**src/rtl/decoder_proj_stream_if.sv**
```systemverilog
`default_nettype none
// ============================================================================
// Interface : decoder_proj_stream_if
// Brief     : Input and output valid/ready streams of decoder_proj_stream.
// Revision  : 1.0 - initial release
// ============================================================================
interface decoder_proj_stream_if #(
  parameter int SEL_W  = 3,
  parameter int PARITY = 1
);
  localparam int c_IN_W  = SEL_W + 1 + PARITY;
  localparam int c_OUT_W = 1 << SEL_W;

  logic                in_valid;
  logic                in_ready;
  logic [c_IN_W-1:0]   in_data;
  logic                out_valid;
  logic                out_ready;
  logic [c_OUT_W-1:0]  out_onehot;
  logic [SEL_W-1:0]    out_sel;
  logic                out_err;

  modport master (
    output in_valid, in_data, out_ready,
    input  in_ready, out_valid, out_onehot, out_sel, out_err
  );

  modport slave (
    input  in_valid, in_data, out_ready,
    output in_ready, out_valid, out_onehot, out_sel, out_err
  );
endinterface
`default_nettype wire

```
**src/rtl/decoder_proj_stream.sv**
```systemverilog
`default_nettype none
// ============================================================================
// Module   : decoder_proj_stream
// Brief    : FIFO-buffered, parity-checked select decoder with registered
//            one-hot output stage and saturating parity-error counter.
// Revision : 1.0 - initial release
// ============================================================================
module decoder_proj_stream #(
  parameter int SEL_W  = 3,
  parameter int PARITY = 1,
  parameter int DEPTH  = 4,
  parameter int CNT_W  = 8
) (
  input  wire                  clock,
  input  wire                  reset_n,
  input  wire                  flush,
  decoder_proj_stream_if.slave bus,
  output logic [CNT_W-1:0]     err_count
);
  localparam int c_IN_W  = SEL_W + 1 + PARITY;
  localparam int c_OUT_W = 1 << SEL_W;
  localparam int c_PTR_W = $clog2(DEPTH);
  localparam logic [c_PTR_W:0] c_FULL    = (c_PTR_W + 1)'(DEPTH);
  localparam logic [CNT_W-1:0] c_CNT_MAX = {CNT_W{1'b1}};

  logic [c_IN_W-1:0]  r_mem [DEPTH];
  logic [c_PTR_W-1:0] r_wr_ptr;
  logic [c_PTR_W-1:0] r_rd_ptr;
  logic [c_PTR_W:0]   r_count;

  logic               r_out_valid;
  logic [c_OUT_W-1:0] r_out_onehot;
  logic [SEL_W-1:0]   r_out_sel;
  logic               r_out_err;
  logic [CNT_W-1:0]   r_err_count;

  logic               w_in_ready;
  logic               w_push;
  logic               w_load;
  logic [c_IN_W-1:0]  w_head;
  logic               w_perr;
  logic               w_en;
  logic [SEL_W-1:0]   w_sel;
  logic [c_OUT_W-1:0] w_onehot;

  // in_ready comes from the registered count only, so no path from out_ready
  assign w_in_ready = (r_count != c_FULL);
  assign w_push     = bus.in_valid && w_in_ready;
  assign w_load     = (r_count != '0) && (!r_out_valid || bus.out_ready);

  assign w_head = r_mem[r_rd_ptr];
  assign w_en   = w_head[SEL_W];
  assign w_sel  = w_head[SEL_W-1:0];

  generate
    if (PARITY != 0) begin : g_parity
      assign w_perr = ^w_head;
    end else begin : g_no_parity
      assign w_perr = 1'b0;
    end
  endgenerate

  always_comb begin
    w_onehot = '0;
    if (w_en && !w_perr) begin
      w_onehot[w_sel] = 1'b1;
    end
  end

  always_ff @(posedge clock) begin
    if (w_push && !flush) begin
      r_mem[r_wr_ptr] <= bus.in_data;
    end
  end

  always_ff @(posedge clock or negedge reset_n) begin
    if (!reset_n) begin
      r_wr_ptr <= '0;
      r_rd_ptr <= '0;
      r_count  <= '0;
    end else if (flush) begin
      r_wr_ptr <= '0;
      r_rd_ptr <= '0;
      r_count  <= '0;
    end else begin
      if (w_push) begin
        r_wr_ptr <= r_wr_ptr + 1'b1;
      end
      if (w_load) begin
        r_rd_ptr <= r_rd_ptr + 1'b1;
      end
      case ({w_push, w_load})
        2'b10:   r_count <= r_count + 1'b1;
        2'b01:   r_count <= r_count - 1'b1;
        default: r_count <= r_count;
      endcase
    end
  end

  // err_count survives flush; a flushed cycle never loads, so it cannot count
  always_ff @(posedge clock or negedge reset_n) begin
    if (!reset_n) begin
      r_out_valid  <= 1'b0;
      r_out_onehot <= '0;
      r_out_sel    <= '0;
      r_out_err    <= 1'b0;
      r_err_count  <= '0;
    end else if (flush) begin
      r_out_valid <= 1'b0;
    end else if (w_load) begin
      r_out_valid  <= 1'b1;
      r_out_onehot <= w_onehot;
      r_out_sel    <= w_sel;
      r_out_err    <= w_perr;
      if (w_perr && (r_err_count != c_CNT_MAX)) begin
        r_err_count <= r_err_count + 1'b1;
      end
    end else if (bus.out_ready) begin
      r_out_valid <= 1'b0;
    end
  end

  assign bus.in_ready   = w_in_ready;
  assign bus.out_valid  = r_out_valid;
  assign bus.out_onehot = r_out_onehot;
  assign bus.out_sel    = r_out_sel;
  assign bus.out_err    = r_out_err;
  assign err_count      = r_err_count;
endmodule
`default_nettype wire

```
**src/flat_wrapper.sv**
```systemverilog
// flat-port wrapper written by rule: the top's interface ports become plain ports
module decoder_proj_stream_flat 
#(
  parameter int SEL_W  = 3,
  parameter int PARITY = 1,
  parameter int DEPTH  = 4,
  parameter int CNT_W  = 8
)
  (clock, reset_n, flush, err_count, bus_in_valid, bus_in_data, bus_out_ready, bus_in_ready, bus_out_valid, bus_out_onehot, bus_out_sel, bus_out_err);
  decoder_proj_stream_if #(.SEL_W(SEL_W), .PARITY(PARITY)) bus_i ();
  input  wire clock;
  input  wire reset_n;
  input  wire flush;
  output logic [CNT_W-1:0] err_count;
  input wire logic [$bits(bus_i.in_valid)-1:0] bus_in_valid;
  input wire logic [$bits(bus_i.in_data)-1:0] bus_in_data;
  input wire logic [$bits(bus_i.out_ready)-1:0] bus_out_ready;
  output wire logic [$bits(bus_i.in_ready)-1:0] bus_in_ready;
  output wire logic [$bits(bus_i.out_valid)-1:0] bus_out_valid;
  output wire logic [$bits(bus_i.out_onehot)-1:0] bus_out_onehot;
  output wire logic [$bits(bus_i.out_sel)-1:0] bus_out_sel;
  output wire logic [$bits(bus_i.out_err)-1:0] bus_out_err;
  assign bus_i.in_valid = bus_in_valid;
  assign bus_i.in_data = bus_in_data;
  assign bus_i.out_ready = bus_out_ready;
  assign bus_in_ready = bus_i.in_ready;
  assign bus_out_valid = bus_i.out_valid;
  assign bus_out_onehot = bus_i.out_onehot;
  assign bus_out_sel = bus_i.out_sel;
  assign bus_out_err = bus_i.out_err;
  decoder_proj_stream #(.SEL_W(SEL_W), .PARITY(PARITY), .DEPTH(DEPTH), .CNT_W(CNT_W)) u_core (.clock(clock), .reset_n(reset_n), .flush(flush), .bus(bus_i), .err_count(err_count));
endmodule
```
**config.mk**
```make
export PLATFORM = sky130hd
export DESIGN_NAME = decoder_proj_stream_flat
export DESIGN_NICKNAME = d
export VERILOG_FILES = /design/src/rtl/decoder_proj_stream_if.sv /design/src/rtl/decoder_proj_stream.sv /design/src/flat_wrapper.sv
export SDC_FILE = /design/constraint.sdc
export NUM_CORES = 1
export LEC_CHECK = 0
export ABC_AREA = 1
export BUFFER_PORTS_ARGS = -buffer_cell sky130_fd_sc_hd__buf_2
export CAP_MARGIN = 15
export CORE_MARGIN = 2
export CORE_UTILIZATION = 45
export DETAILED_ROUTE_END_ITERATION = 6
export GPL_TIMING_DRIVEN = 0
export PLACE_DENSITY_LB_ADDON = 0.15
export SLEW_MARGIN = 10
export SYNTH_ARGS = -nofsm -noshare
export SYNTH_HDL_FRONTEND = slang
export SYNTH_SLANG_ARGS = --single-unit
```
**constraint.sdc**
```tcl
create_clock -name clock -period 5.4 [get_ports clock]
set_input_delay 1.08 -clock clock [delete_from_list [all_inputs] [get_ports clock]]
set_output_delay 1.08 -clock clock [all_outputs]
set_load 0.005 [all_outputs]
```
==> run metrics <==
Total Die Area=6370 µm²; first-pass GRT wire length=8230 µm; required time reported for the critical path endpoint=5.62 ns; hold buffer count at CTS=0; critical path cell sequence=buf_2 -> o21ai_1 -> inv_1 -> nand2_1 -> inv_1 -> fa_1 -> xnor2_1 -> xor2_1 -> nand3_1 -> o21ai_0; Max Clock Freq=425 MHz; worst hold slack=0.483 ns; fraction of layout instances using a drive strength above 1=0.282; top post-synthesis cells by area=sky130_fd_sc_hd__dfrtp_1, sky130_fd_sc_hd__edfxtp_1, sky130_fd_sc_hd__nand2_1; layout net count=327; PD cells=529 nW/µm²; number of failing setup endpoints in the final timing report=0; deepest clock path buffer count=2; count of cells along the worst hold path=2; setup repair after global routing missed its margin=no; Critical Path Most Common Cell=sky130_fd_sc_hd__inv_1; clock tree from TritonCTS=built; number of antenna violations at the first check in global routing=0; wirelength, routed=4900 µm; per-instance average area after synthesis=9.47 µm²; delay contributed by the slowest stage of the critical path=0.37 ns; via count of the first global-routing pass=1754; portion of the post-synthesis area used by sequential elements=0.503; worst path bufs/invs=3; core outline area=5540 µm²; die extent in x=79.8 µm; post-CTS sizing=0; First-pass DRT Iterations=4; Max Clock Skew=0.00216 ns; maximum fanout along the worst path=3; startpoint type of the worst setup path=primary input; Placement Rows=27; Routability Congestion=0.811; family with the most delay on the worst path=adder cells; clock tree root buffer cell=sky130_fd_sc_hd__clkbuf_8; number of antenna cells inserted=0; min-delay worst type=register to register; Leakage=0.00142 µW; Synth top area share=0.271; standard cell with the maximum stage delay on the critical path=sky130_fd_sc_hd__fa_1; post-synthesis cell type with the largest combined area=sky130_fd_sc_hd__dfrtp_1; r2r worst-path depth=11; synthesized netlist net count=289; antenna viol nets, final=0; total negative slack=0 ns; relative max-transition margin=0.571; min cycle time layout=2.35 ns; clock transition at the registers of the reported paths=0.08 ns; final hold viol count=0; number of warnings issued by yosys=0; height of the chip=79.8 µm; instance count on the critical path=10; CP Capture Type=register; half-perimeter wire length after placement=3710 µm; worst-case vdd ir drop=0.203 mV; total routing resource utilization after global routing=0.169; 1st-iter DRT viols=87; count of input and output buffers=31; top-level I/O count=32; Final Max Slew Viols=0; insertion delay of the later-clocked pin in the worst-skew pair=0.30 ns; Max H-tree Level=2; total gr overflow=0; Worst Path Class, Setup=primary input to register; FF+latch count, synth=48; area delta synth->final=12.7%; DRC violation count after routing=0; average routed wire per standard cell=12.8 µm; count of distinct cell types in the synthesized netlist=28; Power Total=1540 µW; drt via density=4.91; number of clock buffers inserted by TritonCTS=5; Worst-Margin Slew=0.643 ns; clock sink count=48; fill cell total of the finished layout=542; number of standard cells after synthesis=273; outcome=complete, no violations; worst endpoint data arrival time=2.57 ns; total number of vias=1887; Final Cycle Share=0.436; number of buffers added for setup after CTS=0; Starting Density=0.467; pin count of the biggest net entering global routing=29; synthesized area=2590 µm²; total of max-cap violations=0
## final cells by class
cell class              instances  area [µm²]  area share
clock inverters                 3        13.8     0.00472
plain buffers                   5        45.0      0.0155
flip-flops and latches         48        1300       0.447
clock buffers                   5        68.8      0.0236
multi-input cells             187        1110       0.381
inverters                      33         130      0.0447
well taps                      72        90.1      0.0309
repair buffers                 31         155      0.0532
## worst min-delay path, cell delays in order, from the launching register on
cell	delay, ns
sky130_fd_sc_hd__dfrtp_1	0.35
sky130_fd_sc_hd__nand2_1	0.05
sky130_fd_sc_hd__nand2_1	0.05
## cells by family after synthesis
group	synth area share
AO/OA/AOI/OAI	0.0416
buffers and inverters	0.0677
AND/OR/NAND/NOR	0.325
adder cells (fa/ha/maj)	0.0319
flip-flops	0.503
XOR/XNOR	0.0305
## flip-flops by register name, summed over array words and instances (netlist names)
name / cells
u_core.bus.out_err: 1
u_core.bus.out_valid: 1
u_core.r_rd_ptr: 2
u_core.r_wr_ptr: 2
u_core.r_count: 3
u_core.err_count: 8
u_core.bus.out_onehot: 8
u_core.bus.out_sel: 3
u_core.r_mem: 20
## worst paths after layout
path                                              startpoint                                end  slack (ns)
hold reg to reg            u_core.bus.out_sel[0]$_DFFE_PN0P_  u_core.bus.out_sel[0]$_DFFE_PN0P_        0.48
hold / removal             u_core.bus.out_sel[0]$_DFFE_PN0P_  u_core.bus.out_sel[0]$_DFFE_PN0P_        0.48
setup / recovery                               bus_out_ready      u_core.r_count[2]$_DFFE_PN0P_        3.05
min in group asynchronous                            reset_n     u_core.bus.out_err$_DFFE_PN0P_        0.79
setup reg to reg               u_core.r_count[0]$_DFFE_PN0P_      u_core.r_count[2]$_DFFE_PN0P_        3.36
max in group asynchronous                            reset_n     u_core.r_wr_ptr[1]$_DFFE_PN0P_        4.19
## report_power, final
part	internal, µW	switching [µW]
sequential	450	45.6
combinational	295	547
clock	88.1	116
total	834	709
## metrics by stage
step	utilization	worst slack [ns]	area, µm²	instances
finish	0.526	3.05	2910	384
global route	0.526	2.94	2910	384
CTS	0.526	3.05	2910	384
detailed placement	0.511	2.74	2830	376
global placement	0.511	2.75	2830	376
floorplan	-	2.99	2590	273
## layout by cell type, fill, tap and decap left out, drive strengths merged
cell    synthesis  final
buf             4     35
clkbuf          1      6
clkinv          1      4
dfrtp          28     28
edfxtp         20     20
fa              1      1
ha              5      5
inv            32     32
nand2         103    103
nand3          21     21
nand4          12     12
nor2           17     17
nor3            1      1
o211ai          2      2
o21a            1      1
o21ai          15     15
xnor2           3      3
xor2            6      6
## cells in the mapped netlist
library cell and number:
sky130_fd_sc_hd__buf_4 1, sky130_fd_sc_hd__buf_6 3, sky130_fd_sc_hd__clkbuf_1 1, sky130_fd_sc_hd__clkinv_2 1
sky130_fd_sc_hd__dfrtp_1 28, sky130_fd_sc_hd__edfxtp_1 20, sky130_fd_sc_hd__fa_1 1, sky130_fd_sc_hd__ha_1 5
sky130_fd_sc_hd__inv_1 26, sky130_fd_sc_hd__inv_2 4, sky130_fd_sc_hd__inv_4 2, sky130_fd_sc_hd__nand2_1 76
sky130_fd_sc_hd__nand2_2 14, sky130_fd_sc_hd__nand2_4 13, sky130_fd_sc_hd__nand3_1 13, sky130_fd_sc_hd__nand3_2 6
sky130_fd_sc_hd__nand3_4 2, sky130_fd_sc_hd__nand4_1 11, sky130_fd_sc_hd__nand4_4 1, sky130_fd_sc_hd__nor2_1 16
sky130_fd_sc_hd__nor2_2 1, sky130_fd_sc_hd__nor3_1 1, sky130_fd_sc_hd__o211ai_2 2, sky130_fd_sc_hd__o21a_1 1
sky130_fd_sc_hd__o21ai_0 9, sky130_fd_sc_hd__o21ai_1 6, sky130_fd_sc_hd__xnor2_1 3, sky130_fd_sc_hd__xor2_1 6
## routing by layer
metal | part of all wire | vias up | track usage
met1 | 0.49 | 891 | 0.226
met5 | 0 | - | 0
met3 | 0.038 | 6 | 0.0407
met4 | 0.012 | 0 | 0.0508
li1 | - | 959 | -
met2 | 0.45 | 31 | 0.271
Note: power is estimated with default switching activity, not from simulation.
